--- config.mk ---
export PLATFORM = sky130hd
export DESIGN_NAME = busca_instrucao
export DESIGN_NICKNAME = d
export VERILOG_FILES = /design/src/rtl/nrisc_pkg.sv /design/src/rtl/busca_instrucao_contador_pc.sv /design/src/rtl/busca_instrucao.sv
export SDC_FILE = /design/constraint.sdc
export NUM_CORES = 1
export LEC_CHECK = 0
export ABC_AREA = 1
export ABC_CLOCK_PERIOD_IN_PS = 1400
export CORE_MARGIN = 4
export CORE_UTILIZATION = 42
export CTS_BUF_LIST = sky130_fd_sc_hd__clkbuf_4 sky130_fd_sc_hd__clkbuf_8
export DETAILED_ROUTE_END_ITERATION = 12
export MAX_ROUTING_LAYER = met4
export PLACE_DENSITY = 0.79
export SLEW_MARGIN = 20
export SYNTH_ARGS = -nofsm -noshare
export SYNTH_HDL_FRONTEND = slang
export SYNTH_SLANG_ARGS = --single-unit
--- constraint.sdc ---
create_clock -name clock -period 1.4 [get_ports clock]
set_input_delay 0.28 -clock clock [delete_from_list [all_inputs] [get_ports clock]]
set_output_delay 0.28 -clock clock [all_outputs]
set_load 0.01 [all_outputs]
--- src/rtl/nrisc_pkg.sv ---
// Shared nRisc definitions: instruction word geometry and the fetch-stage state
// enumeration used by the fetch unit, the core top and the bench.
package nrisc_pkg;

  localparam int INSTR_W = 8;
  localparam int OPC_MSB = 7;
  localparam int OPC_LSB = 5;

  typedef enum logic [1:0] {
    OCIOSO = 2'd0,
    BUSCA  = 2'd1,
    ESPERA = 2'd2,
    PARADO = 2'd3
  } estado_busca_t;

endpackage

--- src/rtl/busca_instrucao_contador_pc.sv ---
// Program counter for the fetch stage: async reset to RESET_PC, target load
// takes priority over sequential increment (modulo 2^PC_W).
module contador_pc #(
  parameter int              PC_W     = 8,
  parameter logic [PC_W-1:0] RESET_PC = {PC_W{1'b0}}
) (
  input  logic            clock,
  input  logic            reset_n,
  input  logic            carrega,
  input  logic            incrementa,
  input  logic [PC_W-1:0] alvo,
  output logic [PC_W-1:0] pc
);

  localparam logic [PC_W-1:0] UM = {{(PC_W-1){1'b0}}, 1'b1};

  logic [PC_W-1:0] pc_r;

  // PC register: load target, step, or hold
  always_ff @(posedge clock or negedge reset_n) begin
    if (!reset_n) begin
      pc_r <= RESET_PC;
    end else if (carrega) begin
      pc_r <= alvo;
    end else if (incrementa) begin
      pc_r <= pc_r + UM;
    end else begin
      pc_r <= pc_r;
    end
  end

  assign pc = pc_r;

endmodule

--- src/rtl/busca_instrucao.sv ---
// nRisc instruction fetch: memory request/ack handshake, holds the fetched word
// until the core accepts it, then steps or branches the PC; Encerra halts for good.
module busca_instrucao
  import nrisc_pkg::*;
#(
  parameter int              PC_W     = 8,
  parameter logic [PC_W-1:0] RESET_PC = {PC_W{1'b0}}
) (
  input  logic               clock,
  input  logic               reset_n,
  output logic               mem_req,
  output logic [PC_W-1:0]    mem_addr,
  input  logic               mem_ack,
  input  logic [INSTR_W-1:0] mem_rdata,
  output logic [INSTR_W-1:0] instr,
  output logic               instr_valid,
  input  logic               instr_ready,
  input  logic               desvio,
  input  logic [PC_W-1:0]    alvo,
  input  logic               encerra,
  output logic [PC_W-1:0]    pc,
  output logic               parado
);

  estado_busca_t      state_r;
  estado_busca_t      state_next_s;
  logic [INSTR_W-1:0] instr_r;
  logic               captura_s;
  logic               carrega_s;
  logic               incrementa_s;

  contador_pc #(
    .PC_W     (PC_W),
    .RESET_PC (RESET_PC)
  ) u_contador_pc (
    .clock      (clock),
    .reset_n    (reset_n),
    .carrega    (carrega_s),
    .incrementa (incrementa_s),
    .alvo       (alvo),
    .pc         (pc)
  );

  // State register
  always_ff @(posedge clock or negedge reset_n) begin
    if (!reset_n) begin
      state_r <= OCIOSO;
    end else begin
      state_r <= state_next_s;
    end
  end

  // Next state and PC/instruction enables; acceptance priority is encerra > desvio > step
  always_comb begin
    state_next_s = state_r;
    captura_s    = 1'b0;
    carrega_s    = 1'b0;
    incrementa_s = 1'b0;
    case (state_r)
      OCIOSO: state_next_s = BUSCA;
      BUSCA: begin
        if (mem_ack) begin
          captura_s    = 1'b1;
          state_next_s = ESPERA;
        end else begin
          state_next_s = BUSCA;
        end
      end
      ESPERA: begin
        if (!instr_ready) begin
          state_next_s = ESPERA;
        end else if (encerra) begin
          state_next_s = PARADO;
        end else if (desvio) begin
          carrega_s    = 1'b1;
          state_next_s = BUSCA;
        end else begin
          incrementa_s = 1'b1;
          state_next_s = BUSCA;
        end
      end
      PARADO:  state_next_s = PARADO;
      default: state_next_s = OCIOSO;
    endcase
  end

  // Held instruction register, written only on the edge that leaves BUSCA
  always_ff @(posedge clock or negedge reset_n) begin
    if (!reset_n) begin
      instr_r <= {INSTR_W{1'b0}};
    end else if (captura_s) begin
      instr_r <= mem_rdata;
    end else begin
      instr_r <= instr_r;
    end
  end

  // Moore outputs straight from the state register, so reset drops mem_req at once
  assign mem_req     = (state_r == BUSCA);
  assign instr_valid = (state_r == ESPERA);
  assign parado      = (state_r == PARADO);
  assign mem_addr    = pc;
  assign instr       = instr_r;

endmodule

==> impl_results.md, run 1 <==
- Status: finished clean
- Number of synthesized flops with an enable pin: 0
- Root Driver: clkbuf_4
- Clock power frac: under 10%
- Post-CTS Hold Fix Bufs: 0
- Drt drc: 0
- Largest net degree at the start of global routing: 19
- Reg2reg start: state_r[0]
- DR vias/cell: 5.04
- Register bit total from synthesis: 18
- FMAX: approximately 730 MHz
- Cell Int Power: between 1500 and 2000 uW
- Number of distinct library cells after synthesis: 22
- CP max FO: 12
- Sequential fraction of design power: around 28%
- First-pass GRT wire length: 4890 um
- Global-route usage over all layers: a little under a fifth
- Cell Chain, Critical Path: buf_4 -> inv_2 -> nand2_2 -> nor2_4 -> nand2_1 -> nand2_1 -> nor2_1 -> nor2_1
- Net Switching: around 1400 uW
- Setup violations, final: 0
- Slowest stage cell, crit path: dfrtp_1
- Worst-Margin Slew: ~0.26 ns
- Pwr Density: about 1900 mW/mm^2
- WP data arrival: approximately 1.6 ns
- Final Skew: about 0.0047 ns
- Clk slew on worst S/H paths: about 0.1 ns
- Reg2reg path depth: 8
- Syn Std Cell Area: approximately 0.0010 mm^2
- Initial drt markers: 27
- Most common cell in the netlist: nand2_1
- Synth top cells by count: nand2_1 (44), dfrtp_1 (18), nor2_1 (17), inv_1 (15), nand3_1 (13)
- Die area: 0.00334 mm^2
- Critical R2R Capture: u_contador_pc.pc[5]
- Post-synth top area cell: dfrtp_1
- Yosys warns: 0
- Dominant synthesized flop cell: dfrtp_1
- Max stage delay on crit path: roughly 0.40 ns
- Slew headroom: between 80% and 90%
- Routed via count: approximately 1200
- Number of port buffers: 48
- Initial Util: a little under half
- Post-route ant nets: 0
- Pins Over Slew Limit: 0
- Fin. Hold Viols: 0
- Final GP Congestion: a little under 0.8
- CP Capture Type: flop
- Synth top area cells: dfrtp_1 (43%), nand2_1 (16%), nand3_1 (6.2%), nor2_1 (6.1%), buf_4 (5.8%)
- CTS tree: built
- Gate Count Post-Synth: approximately 140
- Layout cells sized above 1: 23.7%
- TritonCTS Sinks: 18
- Period utilization: between 90% and 100%
- Comb power frac: between 60% and 70%
- Core area: between 0.002 and 0.0025 mm^2
- CP delay by family, top: simple AND/OR/NAND/NOR gates
- CTS Buf Count: 3
- Worst Path Buf+Inv: 2
- Htree depth: 1
- Chip width: roughly 58 um
- Vias in the first global route: between 1000 and 1500
- Top-area cell type share of the netlist area: between 40% and 50%
- Worst hold margin: about 0.31 ns
- Net Count, Synth: around 160
- Area after DPL: 0.00154 mm^2
- Syn-to-layout area delta: 61.9%
- Nets: ~230
- Worst min path class: input port to async pin
- Switching part of the total: a little over two fifths
- MaxCap Viol Count: 0
- Final Critical Period: ~1.4 ns
- Seq/Total Area, Yosys: between 40% and 50%
- Clock Tree Buf Depth: 2
- Chip height: slightly below 60 um
- Post-route cell area: around 0.0017 mm^2
- Clock latency on the worst-skew pair: roughly 0.29 ns
- Max IR drop VDD: ~1.3 mV
- Initial antenna violation count: 0
- Wire length per cell: 13.0 um
- Syn_area_per_cell: ~7.4 um^2
- Asr flop ratio synth: 100%
- CP Class: flop to flop
- Leakage: a little under 0.0009 uW
- Post-detail-place hpwl: 2060 um
- FP Rows: 17
- Initial DRT Pass Iterations: 4
- Critical Path Start Type: flop
- Crit path required time: 1.63 ns
- Gr ovfl total: 0
- I/O pin count: 49
- DRT Wirelength: 3070 um
- Worst R2R Setup Slack: roughly 0.027 ns
- Diode count: 0
==> logic make-up (layout without fill, tap and decap cells) <==
group | Yosys count | in the layout | synth area share [%]
and+or+nand+nor | 85 | 85 | 36.4
buffers and inverters | 26 | 92 | 13.1
DFF | 18 | 18 | 43.2
AOI/OAI and AO/OA | 11 | 11 | 6.12
adders and majority gates | 1 | 1 | 1.20
==> registers in the layout, indices dropped and copies added, names as in the netlist <==
name              flops
instr                 8
u_contador_pc.pc      8
state_r               2
==> per-layer routing <==
layer  vias up  wire, um  GRT usage (%)
li1        570         -              -
met5         -         0              -
met1       524      1180           22.2
met2        78      1470           32.6
met3        12       340           3.34
met4         0        76           6.95
==> per-stage QoR <==
step                      total power, uW  worst slack, ns  cells  utilization [%]  TNS (ns)
after floorplan                      1910            0.229    141                -         0
after global placement               2740          -0.0614    214             67.6    -0.252
after detailed placement             2800           -0.113    214             67.6    -0.604
after CTS                            3060          0.00669    230             71.1         0
after global routing                 3520          -0.0268    235             74.2   -0.0565
final                                3240           0.0269    235             74.2         0
==> worst max-delay path by stage <==
stage | from | end | slack, ns | depth (start not counted)
after floorplan | u_contador_pc.pc[0] | u_contador_pc.pc[6] | 0.23 | 8
after global placement | instr_ready | u_contador_pc.pc[2] | -0.06 | 6
after detailed placement | instr_ready | u_contador_pc.pc[3] | -0.11 | 6
after CTS | u_contador_pc.pc[5] | mem_addr[5] | 0.007 | 2
after global routing | state_r[0] | u_contador_pc.pc[5] | -0.03 | 8
final | state_r[0] | u_contador_pc.pc[5] | 0.03 | 8
==> layout by cell type (no fill, tap or decap), types with 2 or more instances in the layout <==
master           instances
nand2_1                 42
buf_4                   25
clkdlybuf4s50_1         21
dlygate4sd2_1           20
dfrtp_1                 16
nor2_1                  15
inv_1                   13
nand3_1                 13
nand2_2                  5
clkdlybuf4s15_1          4
nor2_4                   3
o211ai_1                 3
a21oi_1                  3
clkbuf_4                 3
nor2_2                   2
inv_2                    2
o21ai_0                  2
o21ai_1                  2
buf_2                    2
buf_6                    2
dfrtp_2                  2
==> final cells by class <==
class	instances	area (um^2)
repair buffers	74	646
multi-input cells	97	475
flip-flops and latches	18	453
well taps	28	35.0
fillers	191	588
clock buffers	3	22.5
inverters	15	56.3
==> repair_timing <==
| action | in CTS | in global routing |
|---|---|---|
| buffers inserted | 13 | 5 |
| endpoints found under the setup margin | 27 | 11 |
| pin swaps | 1 | 1 |
| gates resized for setup | 40 | 12 |
==> power groups by stage <==
stage	logic, uW	registers [uW]	clock network [uW]
finish	2070	916	254
global route	2280	953	284
CTS	1890	910	262
detailed placement	1780	1020	0
global placement	1730	1010	0
floorplan	814	1090	0
==> worst reg2reg max path: stages (launching register included) <==
cell,delay [ns]
dfrtp_1,0.40
buf_4,0.14
inv_2,0.09
nand2_2,0.09
nor2_4,0.23
nand2_1,0.14
nand2_1,0.09
nor2_1,0.05
nor2_1,0.08
Note: power is estimated with default switching activity, not from simulation.
==> run 2, diff against run 1 <==
--- a/config.mk
+++ b/config.mk
@@ -13,6 +13,7 @@
 export DETAILED_ROUTE_END_ITERATION = 12
 export MAX_ROUTING_LAYER = met4
 export PLACE_DENSITY = 0.79
+export SKIP_CTS_REPAIR_TIMING = 1
 export SLEW_MARGIN = 20
 export SYNTH_ARGS = -nofsm -noshare
 export SYNTH_HDL_FRONTEND = slang
==> impl_results.md, run 2 (synthesis gave the netlist of run 1 again) <==
- Status: finished clean
- Initial Util: between 40 and 50%
- Clk slew on worst S/H paths: roughly 0.1 ns
- Slew headroom: between 80% and 90%
- Max stage delay on crit path: just under 0.4 ns
- Pwr Density: ~1900 mW/mm^2
- CP max FO: 2
- Chip width: 57.8 um
- Post-detail-place hpwl: just over 2000 um
- Vias in the first global route: between 1000 and 1500
- FMAX: 724 MHz
- Most common library cell in the layout ignoring fill and taps: nand2_1
- Final Skew: around 0.0046 ns
- CP Capture Type: primary output
- MaxCap Viol Count: 0
- Post-route ant nets: 0
- FP Rows: 17
- Worst min path class: input port to async pin
- Leakage: ~0.0011 uW
- Htree depth: 1
- CP Class: flop to primary output
- WP data arrival: approximately 1.1 ns
- Most frequent cells in the layout: nand2_1 (43), dlymetal6s2s_1 (25), buf_4 (24)
- Cell Chain, Critical Path: buf_4 -> inv_4 -> nor2_4 -> buf_6
- Diode count: 0
- Layout cells sized above 1: 24.3%
- Wire length per cell: around 13 um
- Pins Over Slew Limit: 0
- Reg2reg path depth: 7
- Max IR drop VDD: 1.42 mV
- Drt drc: 0
- Routed via count: between 1000 and 1500
- Worst hold margin: ~0.32 ns
- I/O pin count: around 50
- Chip height: 57.8 um
- Critical Path Start Type: flop
- Core area: 0.00228 mm^2
- Die area: approximately 0.0033 mm^2
- Syn-to-layout area delta: 70.2%
- Clock Tree Buf Depth: 2
- Setup_tns: 0 ns
- Final Critical Period: ~1.4 ns
- Fin util: roughly 78%
- Fin. Hold Viols: 0
- DR vias/cell: 5.10
- Nets: 231
- Initial DRT Pass Iterations: 4
- Unrepaired setup endpoints after global routing: yes
- Root Driver: clkbuf_4
- Number of port buffers: 48
- Global-route usage over all layers: ~18%
- Final GP Congestion: approximately 0.77
- Worst-Margin Slew: 0.254 ns
- TritonCTS Sinks: 18
- DRT Wirelength: approximately 3200 um
- Period utilization: slightly below 100%
- Slowest stage cell, crit path: dfrtp_1
- CTS Buf Count: 3
- CTS tree: built
- Gr ovfl total: 0
- Clock latency on the worst-skew pair: about 0.29 ns
- Crit path required time: around 1.1 ns
- Initial drt markers: 35
- Initial antenna violation count: 0
- First-pass GRT wire length: between 4000 and 5000 um
- Setup violations, final: 0
- Largest net degree at the start of global routing: 19
-- run 2: through the flow --
| step | setup WS, ns | std cells | area [um^2] | total power (uW) |
|---|---|---|---|---|
| floorplan | 0.229 | 141 | 1040 | 1910 |
| global placement | -0.0614 | 214 | 1540 | 2740 |
| detailed placement | -0.113 | 214 | 1540 | 2800 |
| CTS | -0.376 | 217 | 1560 | 3070 |
| global route | -0.0201 | 234 | 1770 | 3610 |
| finish | 0.0197 | 234 | 1770 | 3350 |
-- run 2: layout make-up --
type                    instances  area (um^2)
multi-input cells              98          474
repair buffers                 72          726
clock buffers                   3         22.5
flip-flops and latches         18          458
fillers                       155          502
inverters                      15         58.8
well taps                      28         35.0
-- run 2: worst max-delay path, delay by kind of cell, from the launching register on --
family | cells | cell delay (ns)
flops | 1 | 0.39
buf+inv | 3 | 0.32
simple gates | 1 | 0.11
-- run 2: report_power, final --
group / internal, uW / switching (uW) / leakage (uW)
registers: 783 / 199 / 0.000209
clock network: 99.9 / 147 / 0.0000138
logic: 1120 / 997 / 0.000863
-- run 2: final timing paths --
| path | slack [ns] | to | from |
|---|---|---|---|
| setup / recovery | 0.02 | mem_req | state_r[0] |
| hold / removal | 0.32 | instr[0] | reset_n |
| setup reg to reg | 0.04 | u_contador_pc.pc[5] | state_r[0] |
| hold reg to reg | 0.48 | instr[2] | instr[2] |
| max in group asynchronous | 0.87 | u_contador_pc.pc[3] | reset_n |
| min in group clock | 0.48 | instr[2] | instr[2] |
-- run 2: per-layer routing --
layer	GRT usage, %	share of wire (%)
met1	21.8	38
met2	28.7	48
met3	3.56	12
met4	5.96	2.1
met5	-	0
